### src/rtl/rsa_engine_arbiter.sv
// Two-requester round-robin front end for one modular-exponentiation engine.
// Latches operands, pulses eng_start, watches for a hung engine, returns result/err.
//
// Ports:
//   clk, reset          : rising-edge clock, async active-low reset
//   req[1:0]            : per-requester job request (level, held until done)
//   base/exp/mod 0 and 1: per-requester operands, sampled only on grant
//   gnt[1:0]            : one-hot owner of the current job, 0 when idle
//   done[1:0]           : 1-cycle completion pulse to the owner
//   res, err            : result and error flag, valid with done, held after
//   eng_start/eng_abort : 1-cycle pulses to the engine
//   eng_base/exp/mod    : latched operands to the engine
//   eng_res, eng_done   : engine result and completion (rising edge counts)
module rsa_engine_arbiter #(
  parameter int WIDTH   = 128,
  parameter int TIMEOUT = 4096
) (
  input  logic             clk,
  input  logic             reset,
  input  logic [1:0]       req,
  input  logic [WIDTH-1:0] base0,
  input  logic [WIDTH-1:0] exp0,
  input  logic [WIDTH-1:0] mod0,
  input  logic [WIDTH-1:0] base1,
  input  logic [WIDTH-1:0] exp1,
  input  logic [WIDTH-1:0] mod1,
  output logic [1:0]       gnt,
  output logic [1:0]       done,
  output logic [WIDTH-1:0] res,
  output logic             err,
  output logic             eng_start,
  output logic [WIDTH-1:0] eng_base,
  output logic [WIDTH-1:0] eng_exp,
  output logic [WIDTH-1:0] eng_mod,
  output logic             eng_abort,
  input  logic [WIDTH-1:0] eng_res,
  input  logic             eng_done
);

  localparam int TW = (TIMEOUT > 2) ? $clog2(TIMEOUT) : 1;
  localparam logic [TW-1:0] TMAX = TW'(TIMEOUT - 1);

  typedef enum logic [1:0] {
    S_IDLE,
    S_ISSUE,
    S_WAIT,
    S_RESP
  } state_t;

  state_t           state_q, state_d;
  logic [1:0]       gnt_q, gnt_d;
  logic [WIDTH-1:0] res_q, res_d;
  logic             err_q, err_d;
  logic             last_q, last_d;
  logic [TW-1:0]    timer_q, timer_d;
  logic [WIDTH-1:0] base_q, base_d;
  logic [WIDTH-1:0] exp_q, exp_d;
  logic [WIDTH-1:0] mod_q, mod_d;
  logic             eng_done_q;

  logic             pick1;
  logic             done_rise;
  logic [WIDTH-1:0] mod_sel;

  // On a tie, serve whoever was not served last.
  assign pick1     = req[1] & (~req[0] | ~last_q);
  assign mod_sel   = pick1 ? mod1 : mod0;
  assign done_rise = eng_done & ~eng_done_q;

  always_comb begin
    state_d   = state_q;
    gnt_d     = gnt_q;
    res_d     = res_q;
    err_d     = err_q;
    last_d    = last_q;
    timer_d   = timer_q;
    base_d    = base_q;
    exp_d     = exp_q;
    mod_d     = mod_q;
    eng_start = 1'b0;
    eng_abort = 1'b0;
    done      = 2'b00;
    unique case (state_q)
      S_IDLE: begin
        if (|req) begin
          gnt_d  = pick1 ? 2'b10 : 2'b01;
          base_d = pick1 ? base1 : base0;
          exp_d  = pick1 ? exp1 : exp0;
          mod_d  = mod_sel;
          if (mod_sel == '0) begin
            err_d   = 1'b1;
            res_d   = '0;
            state_d = S_RESP;
          end else begin
            state_d = S_ISSUE;
          end
        end
      end
      S_ISSUE: begin
        eng_start = 1'b1;
        timer_d   = '0;
        state_d   = S_WAIT;
      end
      S_WAIT: begin
        if (done_rise) begin
          res_d   = eng_res;
          err_d   = 1'b0;
          state_d = S_RESP;
        end else if (timer_q == TMAX) begin
          eng_abort = 1'b1;
          err_d     = 1'b1;
          res_d     = '0;
          state_d   = S_RESP;
        end else begin
          timer_d = timer_q + TW'(1);
        end
      end
      S_RESP: begin
        done    = gnt_q;
        last_d  = gnt_q[1];
        gnt_d   = 2'b00;
        state_d = S_IDLE;
      end
      default: state_d = S_IDLE;
    endcase
  end

  always_ff @(posedge clk or negedge reset) begin
    if (!reset) begin
      state_q    <= S_IDLE;
      gnt_q      <= 2'b00;
      res_q      <= '0;
      err_q      <= 1'b0;
      last_q     <= 1'b1;
      timer_q    <= '0;
      base_q     <= '0;
      exp_q      <= '0;
      mod_q      <= '0;
      eng_done_q <= 1'b0;
    end else begin
      state_q    <= state_d;
      gnt_q      <= gnt_d;
      res_q      <= res_d;
      err_q      <= err_d;
      last_q     <= last_d;
      timer_q    <= timer_d;
      base_q     <= base_d;
      exp_q      <= exp_d;
      mod_q      <= mod_d;
      eng_done_q <= eng_done;
    end
  end

  assign gnt      = gnt_q;
  assign res      = res_q;
  assign err      = err_q;
  assign eng_base = base_q;
  assign eng_exp  = exp_q;
  assign eng_mod  = mod_q;

endmodule

### config.mk
export PLATFORM = sky130hd
export DESIGN_NAME = rsa_engine_arbiter
export DESIGN_NICKNAME = d
export VERILOG_FILES = /design/src/rtl/rsa_engine_arbiter.sv
export SDC_FILE = /design/constraint.sdc
export NUM_CORES = 1
export LEC_CHECK = 0
export CAP_MARGIN = 5
export CORE_AREA = 2 2 549 551
export CTS_CLUSTER_SIZE = 24
export DETAILED_ROUTE_END_ITERATION = 6
export DIE_AREA = 0 0 551 553
export PLACE_DENSITY = 0.3
export SLEW_MARGIN = 20
export SYNTH_ARGS = -nofsm -noshare
export SYNTH_HDL_FRONTEND = slang
export SYNTH_SLANG_ARGS = --single-unit
### constraint.sdc
create_clock -name clk -period 3 [get_ports clk]
set_clock_uncertainty 0.15 [all_clocks]
set_input_delay 0.9 -clock clk [delete_from_list [all_inputs] [get_ports clk]]
set_output_delay 0.9 -clock clk [all_outputs]
set_load 0.01 [all_outputs]
; ---- After elaboration in Yosys (flattened, before gate mapping)
; Index checks and enable logic that the tools add are counted.
[totals]
reg_bits = 531
in_bits = 901
wordCells = 66
[op_classes]
n_addsub = 1
n_eq_ne = 9
muxes = 29
n_bitwise = 6
n_reduce_logical = 11
[op_table]
columns = op, n
row1 = two-way mux 128 bit, 7
row2 = case mux 128 bit (2 select lines), 1
row3 = zero test 128 bit, 1
row4 = two-way mux 12 bit, 2
row5 = case mux 12 bit (2 select lines), 1
row6 = two-way mux 2 bit, 7
row7 = adder 12 x 1 -> 12 bit (second input constant), 1
row8 = equality test 12 bit (second input constant), 1
row9 = two-way mux 1 bit, 8
row10 = inequality test 2 bit (second input constant), 4
row11 = case mux 2 bit (4 select lines), 1
row12 = AND reduction 2 bit, 3
row13 = nonzero test 2 bit, 3
row14 = equality test 2 bit (second input constant), 2
row15 = case mux 2 bit (2 select lines), 1
row16 = AND reduction 4 bit, 1
row17 = inequality test 3 bit (second input constant), 1
row18 = inverter 1 bit, 3
row19 = AND reduction 3 bit, 1
row20 = bitwise AND 1 bit, 2
row21 = equality test 2 x 1 -> 1 bit (second input constant), 1
row22 = zero test 2 bit, 1
row23 = case mux 1 bit (2 select lines), 1
row24 = OR reduction 2 bit, 1
row25 = OR 1 bit, 1

; ---- Logic depth before layout (Yosys ltp)
[logic_depth]
ltp_word = 8
ltp_mapped = 10

; ---- Worst setup path before layout
; No wires, ideal clock.
[synth_path]
path_kind = input -> register
startpoint = input mod0[9]
endpoint = register res_q[0] (netlist: res[0])
setup_ns = 0.121
arrival_ns = 2.432
required_ns = 2.729
setup_slack_ns = 0.297
path_stages = 9
cell_sequence = nor4_1 -> nand4_1 -> nor4_1 -> nand2_1 -> o21ai_1 -> o21ai_2 -> buf_6 -> buf_6 -> a22o_1
[synth_between]
elab_chain_len = 4
[synth_lines]
columns = element, line_no
row1 = start: declaration, 23  ; input logic [WIDTH-1:0] mod0,
row2 = two-way mux 128 bit, 67  ; assign mod_sel = pick1 ? mod1 : mod0;
row3 = zero test 128 bit, 90  ; if (mod_sel == '0) begin
row4 = inequality test 2 bit (no source line), --
row5 = AND reduction 4 bit (no source line), --
row6 = end signal: assignment, 143  ; res_q <= res_d;
row7 = end: declaration, 52  ; logic [WIDTH-1:0] res_q, res_d;
; No other way between the ends.
; A chain may end at the register's enable or synchronous reset.

; ---- Final worst setup path
[layout_path]
startpoint = register timer_q[7]
endpoint = output eng_abort
[layout_between]
elab_chain_len = 4
[layout_lines]
columns = element, line_no
row1 = start: declaration, 55  ; logic [TW-1:0] timer_q, timer_d;
row2 = start signal: assignment, 146  ; timer_q <= timer_d;
row3 = equality test 12 bit, 109  ; end else if (timer_q == TMAX) begin
row4 = two-way mux 1 bit, 109
row5 = two-way mux 1 bit, 105  ; if (done_rise) begin
row6 = two-way mux 1 bit, 83  ; unique case (state_q)
row7 = end: declaration, 35  ; output logic eng_abort,
; No other way between the ends.

==> results_dict.tcl <==
set metrics [dict create \
    cp.arrival_ns 1.98 \
    antenna_found_initial 99 \
    final_util_pct 16.0 \
    post-dp-hpwl_um 174000 \
    tightest_slew_ns 0.824 \
    cp-start-kind "register" \
    holdCritStartpoint "eng_mod[46]$_DFFE_PN0P_" \
    hold_violations 0 \
    drc 3 \
    min_period_ns 3.03 \
    setup_tns_ns -0.101 \
    hp-class "register to register" \
    setup_viol 5 \
    multi_input_area_um2 7720 \
    die-area_um2 305000 \
    max-clock-path-buffers 4 \
    postSynthCellCount 1890 \
    syn-num-nets 2797 \
    ir_drop_mv 0.480 \
    wirelength_um 208000 \
    cp.required_ns 1.95 \
    status "finished, violations left" \
    htreeDepth 3 \
    drive_above_1_share_pct 17.2 \
    drv_cap 0 \
    viasPerCell 3.24 \
    path_clk_slew_ns 0.06 \
    intPower_w 0.0254 \
    gp_congestion 0.888 \
    seq_area_um2 13300 \
    nFillCells 33400 \
    grt_usage_pct 13.1 \
    fmaxAchievable_ghz 0.330 \
    netSwitchingFraction_pct 38.5 \
    wire_per_inst_um 27.1 \
    initial_core_util_pct 7.46 \
    synth_ff_type "dfrtp_1" \
    startpoint "timer_q[7]$_DFFE_PN0P_" \
    p_leak_nw 20.9 \
    syn_avg_cell_area_um2 11.8 \
    synth-edff-count 0 \
    grt_setup_unrepaired "yes" \
    cts_tree "yes" \
    power.switching_w 0.0159 \
    synth_cell_types 40 \
    worstSetupPathType "register to primary output" \
    rrSetupSlack_ns 0.23 \
    grt_pass1_wl_um 266000 \
    area_growth_pct 114 \
    total_power_w 0.0413 \
    yosysSeqAreaShare_pct 59.7 \
    clkPwrFrac_pct 25.0 \
    critPathCaptureType "primary output" \
    grt_pass1_vias 25700 \
    cts_sinks 531 \
    antenna_left 0 \
    final_cell_count_no_fill 7683 \
    synth_seq_cells 531 \
    r2r_start "state_q[1]$_DFFE_PN0P_" \
    clock_latency_ns 0.80 \
    maxSlewHeadroom_pct 44.9 \
    post-place-ws_ns -1.88 \
    io_pins 1420 \
    overflow 0 \
    synthArstFlopShare_pct 100 \
    grt_max_degree 94 \
    final-max-slew-violation-count 0 \
    io_buffers 1419 \
    clock-root-buffer "clkbuf_16" \
    syn-cell-area_um2 22300 \
    first_pass_iters 7 \
    drt_iter0_markers 2962 \
    die_x_um 551 \
    failed_checks "DRC, setup timing" \
    nNetsFinal 4533 \
    pwr-share-comb_pct 45.6 \
    die_h_um 553 \
    num_rows 201 \
    seqPwrFrac_pct 29.4 \
    critPathMaxFanout 6 \
    power_density_nw_per_um2 866 \
    yosys_warnings 0 \
    core-area_um2 299000 \
    setup_ws_ns -0.0302 \
    cts_buffers 85 \
    dr_total_vias 24900 \
    fin_crit_sh_pct 101 \
    post-place-cells 7484 \
]
synth_stat cells, types with 2 or more instances:
master	instances	area share (%)
ha_1	6	0.34
dfrtp_1	530	60
a222oi_1	256	12
inv_1	265	4.5
or3_1	2	0.056
nand4_1	19	0.53
nor2_1	11	0.19
xnor2_1	5	0.20
nand3_1	5	0.11
nor3_1	6	0.13
nand2_1	138	2.3
o21ai_1	2	0.045
a22o_1	129	5.1
buf_1	10	0.17
buf_2	13	0.29
a21oi_1	6	0.13
xor2_1	3	0.12
clkbuf_1	108	1.8
nor4_1	68	1.9
buf_6	24	1.2
and2_1	2	0.056
o21ai_0	134	3.0
mux2i_1	131	5.9
critical path: stages, from the launching register on:
cell,delay [ns]
dfrtp_1,0.41
nand4_1,0.20
nor3_4,0.24
and3_4,0.23
buf_6,0.10
logic make-up (layout without fill, tap and decap cells):
| kind of cell | count (synthesis) | after routing | share of synthesized area [%] |
|---|---|---|---|
| AO/OA/AOI/OAI | 533 | 533 | 20.1 |
| XOR/XNOR | 8 | 8 | 0.315 |
| adder cells (fa/ha/maj) | 6 | 6 | 0.337 |
| buffers and inverters | 422 | 2221 | 8.06 |
| flip-flops | 531 | 531 | 59.7 |
| multiplexers | 131 | 131 | 5.89 |
| other | 0 | 36 | 0 |
| AND/OR/NAND/NOR | 259 | 259 | 5.66 |
cell usage in the layout (no fill, tap or decap), types with 11 or more instances in the layout:
| master | n |
|---|---|
| nor4_2 | 39 |
| clkinv_2 | 11 |
| mux2i_1 | 131 |
| nand2_1 | 137 |
| nor2_1 | 11 |
| buf_12 | 48 |
| a222oi_1 | 256 |
| inv_1 | 264 |
| clkbuf_8 | 26 |
| dfrtp_1 | 515 |
| dlymetal6s2s_1 | 48 |
| clkbuf_1 | 14 |
| nand4_1 | 19 |
| clkbuf_16 | 86 |
| nor4_4 | 12 |
| buf_4 | 346 |
| clkdlybuf4s50_1 | 1254 |
| dfrtp_2 | 15 |
| o21ai_0 | 134 |
| dlygate4sd2_1 | 91 |
| nor4_1 | 17 |
| a22o_1 | 129 |
| diode_2 | 36 |
power by group through the flow:
stage                     sequential, W  clock [W]  combinational, W
after floorplan                  0.0128          0           0.00546
after global placement           0.0122          0            0.0192
after CTS                        0.0122     0.0108            0.0193
final                            0.0121     0.0103            0.0188
after detailed placement         0.0121          0            0.0192
after global routing             0.0125     0.0110            0.0203
routing by layer:
metal / track usage (%) / share of wire [%]
met3: 4.52 / 9.5
met4: 2.38 / 1.8
met1: 16.3 / 42
met2: 21.7 / 47
met5: 0 / 0.20
registers in the layout, summed over array words and instances, names as in the netlist:
signal      flops
eng_mod       128
last_q          1
eng_exp       128
err             1
eng_done_q      1
gnt             2
eng_base      128
res           128
state_q         2
timer_q        12
repair_timing:
action / CTS / global route
endpoints found under the hold margin: 17 / 0
gates resized for setup: 178 / 87
pin swaps: 22 / 46
cloned: 4 / 0
hold buffers: 1 / 0
setup buffers: 8 / 0
endpoints found under the setup margin: 198 / 130
path summary, 6_finish.rpt:
check / depth (start not counted) / endpoint
max: 4 / eng_abort
min: 2 / eng_mod[46]$_DFFE_PN0P_
max reg2reg: 10 / res[122]$_DFFE_PN0P_
min reg2reg: 2 / eng_mod[46]$_DFFE_PN0P_
max in group asynchronous: 4 / eng_exp[88]$_DFFE_PN0P_
min in group asynchronous: 2 / res[66]$_DFFE_PN0P_
stage by stage:
stage,area [um2],hold slack [ns]
finish,47700,0.327
global placement,44000,0.312
CTS,47300,0.315
detailed placement,44000,0.321
floorplan,22300,0.328
global route,47600,0.355
area by class of cell:
type	instances	share of cell area, %
flip-flops and latches	531	27.9
well taps	3958	10.4
multi-input cells	937	16.2
repair buffers	1806	37.3
clock buffers	126	5.38
diodes	36	0.189
inverters	265	2.10
clock inverters	24	0.567
No activity file was read; power rests on OpenSTA's default activity.
